**src/rtl/axi4l_pkg.sv**
```systemverilog
// axi4l_pkg
//   Shared AXI4-Lite types for the SoC fabric: address/data/strobe/response
//   widths, response codes, and the state enum used by the Ibex data-port
//   bridge (ibex_data_axi4l_master).
package axi4l_pkg;

  typedef logic [31:0] addr_t;
  typedef logic [31:0] data_t;
  typedef logic [3:0]  strb_t;
  typedef logic [1:0]  resp_t;

  localparam resp_t OKAY   = 2'b00;
  localparam resp_t EXOKAY = 2'b01;
  localparam resp_t SLVERR = 2'b10;
  localparam resp_t DECERR = 2'b11;

  typedef enum logic [2:0] {
    IDLE,
    WR,
    WB,
    RA,
    RD
  } axi4l_mst_state_t;

  // SLVERR and DECERR both have bit 1 set; OKAY and EXOKAY do not.
  function automatic logic resp_is_err(resp_t r);
    return r[1];
  endfunction

endpackage

```
**src/rtl/axi4l_if.sv**
```systemverilog
// axi4l_if
//   AXI4-Lite bundle with master and slave modports.
//   aclk/aresetn : fabric clock and active-low reset
//   AW/W/B/AR/R  : the five AXI4-Lite channels
interface axi4l_if
  import axi4l_pkg::*;
(
  input logic aclk,
  input logic aresetn
);

  addr_t      awaddr;
  logic [2:0] awprot;
  logic       awvalid;
  logic       awready;

  data_t      wdata;
  strb_t      wstrb;
  logic       wvalid;
  logic       wready;

  resp_t      bresp;
  logic       bvalid;
  logic       bready;

  addr_t      araddr;
  logic [2:0] arprot;
  logic       arvalid;
  logic       arready;

  data_t      rdata;
  resp_t      rresp;
  logic       rvalid;
  logic       rready;

  modport master (
    input  aclk, aresetn,
    output awaddr, awprot, awvalid, input awready,
    output wdata, wstrb, wvalid,    input wready,
    input  bresp, bvalid,           output bready,
    output araddr, arprot, arvalid, input arready,
    input  rdata, rresp, rvalid,    output rready
  );

  modport slave (
    input  aclk, aresetn,
    input  awaddr, awprot, awvalid, output awready,
    input  wdata, wstrb, wvalid,    output wready,
    output bresp, bvalid,           input bready,
    input  araddr, arprot, arvalid, output arready,
    output rdata, rresp, rvalid,    input rready
  );

endinterface

```
**src/rtl/ibex_data_axi4l_master.sv**
```systemverilog
// ibex_data_axi4l_master
//   Bridges the Ibex data-memory req/gnt/rvalid port onto one AXI4-Lite
//   master port. One transaction outstanding; the response comes back as a
//   single-cycle data_rvalid_o pulse.
//
//   aclk          : clock (same as axi.aclk)
//   areset        : synchronous active-high reset (axi.aresetn is ignored)
//   data_req_i    : core request
//   data_gnt_o    : request accepted this cycle (combinational)
//   data_we_i     : 1 = write, 0 = read
//   data_be_i     : byte enables
//   data_addr_i   : byte address
//   data_wdata_i  : write data
//   data_rvalid_o : one-cycle response pulse
//   data_rdata_o  : read data, valid with data_rvalid_o (0 for writes)
//   data_err_o    : bus error, valid with data_rvalid_o
//   axi           : AXI4-Lite master port
//
//   state | meaning
//   ------+-----------------------------------------------------------
//   IDLE  | waiting for a core request; grant is given only here
//   WR    | AW and W presented, each dropped once its handshake is done
//   WB    | both write handshakes done, waiting for B
//   RA    | AR presented
//   RD    | waiting for R
module ibex_data_axi4l_master
  import axi4l_pkg::*;
(
  input  logic         aclk,
  input  logic         areset,
  input  logic         data_req_i,
  output logic         data_gnt_o,
  input  logic         data_we_i,
  input  logic [3:0]   data_be_i,
  input  logic [31:0]  data_addr_i,
  input  logic [31:0]  data_wdata_i,
  output logic         data_rvalid_o,
  output logic [31:0]  data_rdata_o,
  output logic         data_err_o,
  axi4l_if.master      axi
);

  axi4l_mst_state_t state_q, state_d;

  addr_t addr_q;
  data_t wdata_q;
  strb_t be_q;

  logic  aw_done_q, aw_done_d;
  logic  w_done_q,  w_done_d;
  logic  rvalid_q,  rvalid_d;
  logic  err_q,     err_d;
  data_t rdata_q,   rdata_d;

  logic  gnt;
  logic  aw_hs;
  logic  w_hs;

  // Gated by areset so a request seen during reset is never granted and lost.
  assign gnt = data_req_i && (state_q == IDLE) && !areset;

  always_comb begin
    state_d     = state_q;
    aw_done_d   = aw_done_q;
    w_done_d    = w_done_q;
    rvalid_d    = 1'b0;
    rdata_d     = rdata_q;
    err_d       = err_q;
    aw_hs       = 1'b0;
    w_hs        = 1'b0;
    axi.awvalid = 1'b0;
    axi.wvalid  = 1'b0;
    axi.bready  = 1'b0;
    axi.arvalid = 1'b0;
    axi.rready  = 1'b0;

    case (state_q)
      IDLE: begin
        if (gnt) begin
          aw_done_d = 1'b0;
          w_done_d  = 1'b0;
          state_d   = data_we_i ? WR : RA;
        end
      end

      WR: begin
        axi.awvalid = !aw_done_q;
        axi.wvalid  = !w_done_q;
        aw_hs       = !aw_done_q && axi.awready;
        w_hs        = !w_done_q && axi.wready;
        aw_done_d   = aw_done_q || aw_hs;
        w_done_d    = w_done_q || w_hs;
        if (aw_done_d && w_done_d) begin
          state_d = WB;
        end
      end

      WB: begin
        axi.bready = 1'b1;
        if (axi.bvalid) begin
          rvalid_d = 1'b1;
          err_d    = resp_is_err(axi.bresp);
          rdata_d  = '0;
          state_d  = IDLE;
        end
      end

      RA: begin
        axi.arvalid = 1'b1;
        if (axi.arready) begin
          state_d = RD;
        end
      end

      RD: begin
        axi.rready = 1'b1;
        if (axi.rvalid) begin
          rvalid_d = 1'b1;
          err_d    = resp_is_err(axi.rresp);
          rdata_d  = axi.rdata;
          state_d  = IDLE;
        end
      end

      default: begin
        state_d = IDLE;
      end
    endcase
  end

  always_ff @(posedge aclk) begin
    if (areset) begin
      state_q   <= IDLE;
      aw_done_q <= 1'b0;
      w_done_q  <= 1'b0;
      rvalid_q  <= 1'b0;
      rdata_q   <= '0;
      err_q     <= 1'b0;
    end else begin
      state_q   <= state_d;
      aw_done_q <= aw_done_d;
      w_done_q  <= w_done_d;
      rvalid_q  <= rvalid_d;
      rdata_q   <= rdata_d;
      err_q     <= err_d;
    end
  end

  // Payload is only meaningful once a grant has loaded it, so it needs no reset.
  always_ff @(posedge aclk) begin
    if (gnt) begin
      addr_q  <= data_addr_i;
      wdata_q <= data_wdata_i;
      be_q    <= data_be_i;
    end
  end

  assign axi.awaddr = addr_q;
  assign axi.awprot = 3'b000;
  assign axi.wdata  = wdata_q;
  assign axi.wstrb  = be_q;
  assign axi.araddr = addr_q;
  assign axi.arprot = 3'b000;

  assign data_gnt_o    = gnt;
  assign data_rvalid_o = rvalid_q;
  assign data_rdata_o  = rdata_q;
  assign data_err_o    = err_q;

endmodule

```
**src/flat_wrapper.sv**
```systemverilog
// flat-port wrapper written by rule: the top's interface ports become plain ports
module ibex_data_axi4l_master_flat import axi4l_pkg::*;
  (aclk, areset, data_req_i, data_gnt_o, data_we_i, data_be_i, data_addr_i, data_wdata_i, data_rvalid_o, data_rdata_o, data_err_o, aresetn, axi_awaddr, axi_awprot, axi_awvalid, axi_awready, axi_wdata, axi_wstrb, axi_wvalid, axi_wready, axi_bresp, axi_bvalid, axi_bready, axi_araddr, axi_arprot, axi_arvalid, axi_arready, axi_rdata, axi_rresp, axi_rvalid, axi_rready);
  axi4l_if axi_i (.aclk(aclk), .aresetn(aresetn));
  input  logic aclk;
  input  logic areset;
  input  logic data_req_i;
  output logic data_gnt_o;
  input  logic data_we_i;
  input  logic [3:0] data_be_i;
  input  logic [31:0] data_addr_i;
  input  logic [31:0] data_wdata_i;
  output logic data_rvalid_o;
  output logic [31:0] data_rdata_o;
  output logic data_err_o;
  input wire logic aresetn;
  output wire logic [$bits(axi_i.awaddr)-1:0] axi_awaddr;
  output wire logic [$bits(axi_i.awprot)-1:0] axi_awprot;
  output wire logic [$bits(axi_i.awvalid)-1:0] axi_awvalid;
  input wire logic [$bits(axi_i.awready)-1:0] axi_awready;
  output wire logic [$bits(axi_i.wdata)-1:0] axi_wdata;
  output wire logic [$bits(axi_i.wstrb)-1:0] axi_wstrb;
  output wire logic [$bits(axi_i.wvalid)-1:0] axi_wvalid;
  input wire logic [$bits(axi_i.wready)-1:0] axi_wready;
  input wire logic [$bits(axi_i.bresp)-1:0] axi_bresp;
  input wire logic [$bits(axi_i.bvalid)-1:0] axi_bvalid;
  output wire logic [$bits(axi_i.bready)-1:0] axi_bready;
  output wire logic [$bits(axi_i.araddr)-1:0] axi_araddr;
  output wire logic [$bits(axi_i.arprot)-1:0] axi_arprot;
  output wire logic [$bits(axi_i.arvalid)-1:0] axi_arvalid;
  input wire logic [$bits(axi_i.arready)-1:0] axi_arready;
  input wire logic [$bits(axi_i.rdata)-1:0] axi_rdata;
  input wire logic [$bits(axi_i.rresp)-1:0] axi_rresp;
  input wire logic [$bits(axi_i.rvalid)-1:0] axi_rvalid;
  output wire logic [$bits(axi_i.rready)-1:0] axi_rready;
  assign axi_awaddr = axi_i.awaddr;
  assign axi_awprot = axi_i.awprot;
  assign axi_awvalid = axi_i.awvalid;
  assign axi_i.awready = axi_awready;
  assign axi_wdata = axi_i.wdata;
  assign axi_wstrb = axi_i.wstrb;
  assign axi_wvalid = axi_i.wvalid;
  assign axi_i.wready = axi_wready;
  assign axi_i.bresp = axi_bresp;
  assign axi_i.bvalid = axi_bvalid;
  assign axi_bready = axi_i.bready;
  assign axi_araddr = axi_i.araddr;
  assign axi_arprot = axi_i.arprot;
  assign axi_arvalid = axi_i.arvalid;
  assign axi_i.arready = axi_arready;
  assign axi_i.rdata = axi_rdata;
  assign axi_i.rresp = axi_rresp;
  assign axi_i.rvalid = axi_rvalid;
  assign axi_rready = axi_i.rready;
  ibex_data_axi4l_master u_core (.aclk(aclk), .areset(areset), .data_req_i(data_req_i), .data_gnt_o(data_gnt_o), .data_we_i(data_we_i), .data_be_i(data_be_i), .data_addr_i(data_addr_i), .data_wdata_i(data_wdata_i), .data_rvalid_o(data_rvalid_o), .data_rdata_o(data_rdata_o), .data_err_o(data_err_o), .axi(axi_i));
endmodule
```
**config.mk**
```make
export PLATFORM = sky130hd
export DESIGN_NAME = ibex_data_axi4l_master_flat
export DESIGN_NICKNAME = d
export VERILOG_FILES = /design/src/rtl/axi4l_pkg.sv /design/src/rtl/axi4l_if.sv /design/src/rtl/ibex_data_axi4l_master.sv /design/src/flat_wrapper.sv
export SDC_FILE = /design/constraint.sdc
export NUM_CORES = 1
export LEC_CHECK = 0
export CORE_AREA = 2 2 100 111
export CTS_BUF_LIST = sky130_fd_sc_hd__clkbuf_4 sky130_fd_sc_hd__clkbuf_8 sky130_fd_sc_hd__clkbuf_16
export DETAILED_ROUTE_END_ITERATION = 12
export DIE_AREA = 0 0 102 113
export PLACE_DENSITY = 0.84
export SYNTH_ARGS = -nofsm -noshare
export SYNTH_HDL_FRONTEND = slang
export SYNTH_SLANG_ARGS = --single-unit
export TNS_END_PERCENT = 50
```
**constraint.sdc**
```tcl
create_clock -name aclk -period 13.2 [get_ports aclk]
set_clock_uncertainty 0.05 [all_clocks]
set_input_delay 1.32 -clock aclk [delete_from_list [all_inputs] [get_ports aclk]]
set_output_delay 1.32 -clock aclk [all_outputs]
set_load 0.005 [all_outputs]
```
Word level (Yosys, flattened, before mapping)
Cells that the tools add are included.
{ "op_classes": {"n_eq_ne": 9, "n_reduce_logical": 16, "muxes": 24} }
{ "op_table": {"columns": ["op", "count"], "rows": [
  ["two-way mux 32 bit", 2],
  ["one-hot mux 32 bit (2 select lines)", 1],
  ["two-way mux 3 bit", 5],
  ["one-hot mux 3 bit (5 select lines)", 1],
  ["two-way mux 1 bit", 10],
  ["inequality test 2 bit, second input constant", 4],
  ["one-hot mux 1 bit (2 select lines)", 4],
  ["== test 3 x 2 -> 1 bit, second input constant", 2],
  ["logical AND 1 bit", 5],
  ["AND reduction 5 bit", 1],
  ["nonzero test 2 bit", 2],
  ["== test 3 x 1 -> 1 bit, second input constant", 1],
  ["== test 3 bit, second input constant", 1],
  ["logical NOT 1 bit", 3],
  ["logical NOT 3 bit", 1],
  ["AND reduction 3 bit", 1],
  ["logical OR 1 bit", 2],
  ["two-way mux 2 bit", 1],
  ["inequality test 2 x 1 -> 1 bit, second input constant", 1],
  ["AND reduction 2 bit", 1]
]} }
{ "totals": {"output_inout_bits": 146, "elab_cells": 58, "ff_bits": 107} }

Logic depth before layout (Yosys ltp)
{ "depth": {"depth_word": 6, "mapped_depth": 5, "mapped_depth_nobuf": 4} }

Worst setup path after synthesis
No wires, ideal clock.
{ "synth_path": {"path_type": "input port to output port", "start": "input data_req_i", "end": "output data_gnt_o", "path_slack_ps": 5411, "required_ps": 11830, "path_stages": 2, "arrival_time_ps": 6419, "n_path_buf": 0, "path_cell_list": "or3b_1 > nor3_1"} }
{ "synth_via": {"elab_chain_len": 2} }
{ "synth_lines": {"columns": ["item", "line", "rtl"], "rows": [
  ["start: declaration", "flat_wrapper.sv:7", "input logic data_req_i;"],
  ["logical AND 1 bit (2 in series)", "ibex_data_axi4l_master.sv:60", "assign gnt = data_req_i && (state_q == IDLE) && !areset;"],
  ["end: declaration", "flat_wrapper.sv:8", "output logic data_gnt_o;"]
]} }
Every way passes these cells.

Final worst setup path
Ends and elaborated chain as after synthesis.

==> impl_metrics.env <==
export IMPL_outcome="complete, no violations"
export IMPL_period_share=0.388
export IMPL_syn_inst=306
export IMPL_crit_path_max_fanout=69
export IMPL_drive_gt1_frac=0.0457
export IMPL_cts_sinks=107
export IMPL_die_w_um=102
export IMPL_yosys_top_cells_area="edfxtp_1 52%, dfxtp_1 20%, buf_4 8.2%"
export IMPL_clock_path_buffers=2
export IMPL_htree_levels=3
export IMPL_path_class="input port to output port"
export IMPL_reg2reg_depth=3
export IMPL_final_nets=634
export IMPL_hold_path_startpoint="u_core.data_rdata_o[2]"
export IMPL_holdPathStages=2
export IMPL_io_pins=260
export IMPL_rsz0062_at_grt="false"
export IMPL_fin_cells=668
export IMPL_synth_seq_cells=107
export IMPL_p_total_uw=791
export IMPL_clock_latency_ns=0.34
export IMPL_grt_pass1_vias=3229
export IMPL_wl_per_cell_um=17.4
export IMPL_worst_r2r_endpoint="u_core.axi.wdata[6]"
export IMPL_worstSetupEndpointType="output port"
export IMPL_min_to="u_core.data_rdata_o[2]"
export IMPL_postCtsHoldBufs=0
export IMPL_cts_resized=0
export IMPL_max_cap_violations=0
export IMPL_max_slew_margin_rel=0.415
export IMPL_post_cts_buffers=0
export IMPL_routed_wl_um=11600
export IMPL_place_congestion=0.797
export IMPL_yosys_top_cells_count="68 x edfxtp_1, 43 x buf_4, 39 x dfxtp_1"
export IMPL_cts_tree="built"
export IMPL_fp_dieArea_mm2=0.0115
export IMPL_r2r_start="u_core.state_q[1]"
export IMPL_arrival_ns=3.75
export IMPL_multiInputGateArea_um2=758
export IMPL_gr_usage_all_layers=0.199
export IMPL_core_area_mm2=0.0103
export IMPL_slew_violations=0
export IMPL_numCtsBuffers=9
export IMPL_netlist_area_mm2=0.00396
export IMPL_setup_tns_ns=0
export IMPL_cts_root_buf="clkbuf_16"
export IMPL_max_freq_mhz=195
export IMPL_grt_max_degree=70
export IMPL_drt_iter0_drc=112
export IMPL_yosys_cell_count_top_type="edfxtp_1"
export IMPL_worst_pin_slew_ns=0.877
export IMPL_hold_viol=0
export IMPL_antenna_found_initial=1
export IMPL_power_density_mw_per_mm2=119
export IMPL_required_ns=11.83
export IMPL_seqCellArea_mm2=0.00282
export IMPL_hpwlAfterDp_um=8970
export IMPL_ir_drop_uv=72.1
export IMPL_antenna_cells=0
export IMPL_drc_errors=0
export IMPL_ys_types=30
export IMPL_synth_edf_count=68
export IMPL_rows=39
export IMPL_globalRouteOverflowTotal=0
export IMPL_initial_core_util=0.383
export IMPL_port_buffers=250
export IMPL_dr_pass1_iters=4
export IMPL_vias_per_cell=4.67
export IMPL_cp_start_kind="input port"
export IMPL_synth_async_reset_ratio=0
export IMPL_die_y_um=113
export IMPL_min_period_ns=5.12
export IMPL_synthToLayoutAreaGrowth_pct=68.2
export IMPL_synth_warnings=0
export IMPL_clkTransAtPathRegs_ns=0.07
export IMPL_ys_flop_type="edfxtp_1"
export IMPL_grt_pass1_wl_um=16900
export IMPL_setup_violations_final=0
export IMPL_filler_cell_count=815
export IMPL_syn_avg_cell_area_um2=12.9
export IMPL_ant_nets=0
export IMPL_p_leak_uw=0.00228
export IMPL_yosysTopAreaCellShare=0.516
export IMPL_ys_seq_area_frac=0.713
export IMPL_hold_path_class="flip-flop to flip-flop"
export IMPL_dp_cells=652
export IMPL_r2r_setup_slack_ns=10.94
export IMPL_vias=3122
export IMPL_yosys_area_top_type="edfxtp_1"
-- per-layer routing --
layer  track usage  part of all wire  up-vias
met5             0                 0        -
met4         0.101             0.037        0
met3        0.0686             0.088       26
met2         0.358              0.53      166
met1         0.200              0.34     1461
li1              -                 -     1469
-- flip-flops by register name (all words and copies together) (netlist names) --
| signal | flops |
|---|---|
| u_core.axi.araddr | 32 |
| u_core.axi.wdata | 32 |
| u_core.data_rdata_o | 32 |
| u_core.axi.wstrb | 4 |
| u_core.state_q | 3 |
| u_core.aw_done_q | 1 |
| u_core.data_err_o | 1 |
| u_core.data_rvalid_o | 1 |
| u_core.w_done_q | 1 |
-- metrics by stage --
stage	instance area [µm²]	setup WS, ns	hold WS, ns	utilization
final	6660	8.08	0.418	0.644
after global routing	6660	7.93	0.435	0.644
after CTS	6660	8.08	0.419	0.644
after detailed placement	6310	8.10	0.409	0.610
after global placement	6310	8.12	0.403	0.610
after floorplan	3980	5.41	0.410	-
-- power by group --
| group | total (µW) | internal (µW) | switching (µW) |
|---|---|---|---|
| Combinational | 98.8 | 65.7 | 33.1 |
| Sequential | 384 | 374 | 9.79 |
| Clock | 308 | 187 | 121 |
| Total | 791 | 627 | 164 |
-- worst max path at each step --
stage / slack [ns] / to / start
after CTS: 8.08 / data_gnt_o / data_req_i
after global placement: 8.12 / data_gnt_o / data_req_i
final: 8.08 / data_gnt_o / data_req_i
after detailed placement: 8.10 / data_gnt_o / data_req_i
after global routing: 7.93 / data_gnt_o / data_req_i
after floorplan: 5.41 / data_gnt_o / data_req_i
-- cells in the final DEF, fill, tap and decap left out --
cell type          n
nor2_1             6
nand4bb_1          2
nand3_1           33
clkdlybuf4s50_1  250
clkbuf_16          9
and2b_1            1
a21oi_1           36
nor3_2             1
o21ai_0            3
nand2_1           38
inv_8              1
conb_1             6
clkinv_1           1
mux2i_1            1
clkinv_4           1
a22oi_1            2
edfxtp_1          68
nor4bb_4           1
nor3b_1            3
o2bb2ai_1          1
a31o_1             1
a211oi_1           1
dfxtp_1           39
o221a_2            1
buf_4              5
inv_6              1
bufinv_16          3
o22ai_1            1
inv_1              3
and3b_1            1
nor3b_2            1
o41ai_1            1
o211ai_1           1
or3b_1             2
-- area by class of cell --
type,instances,area share
clock inverter,7,0.0184
multi-input combinational,144,0.114
sequential,107,0.424
clock buffer,9,0.0338
tap,143,0.0269
inverter,3,0.00169
timing repair buffer,255,0.381
-- logic make-up after synthesis --
kind of cell | Yosys count | synth area share
buffers and inverters | 60 | 0.106
multiplexers | 1 | 0.00253
AO/OA/AOI/OAI | 48 | 0.0679
AND/OR/NAND/NOR | 89 | 0.110
flip-flops | 107 | 0.713
other | 1 | 0.000947
-- worst max-delay path, stage by stage --
cell and delay (ns):
clkdlybuf4s50_1 0.49, or3b_1 0.41, nor3_2 0.13, buf_4 0.68, clkdlybuf4s50_1 0.65
No activity file was read; power rests on OpenSTA's default activity.
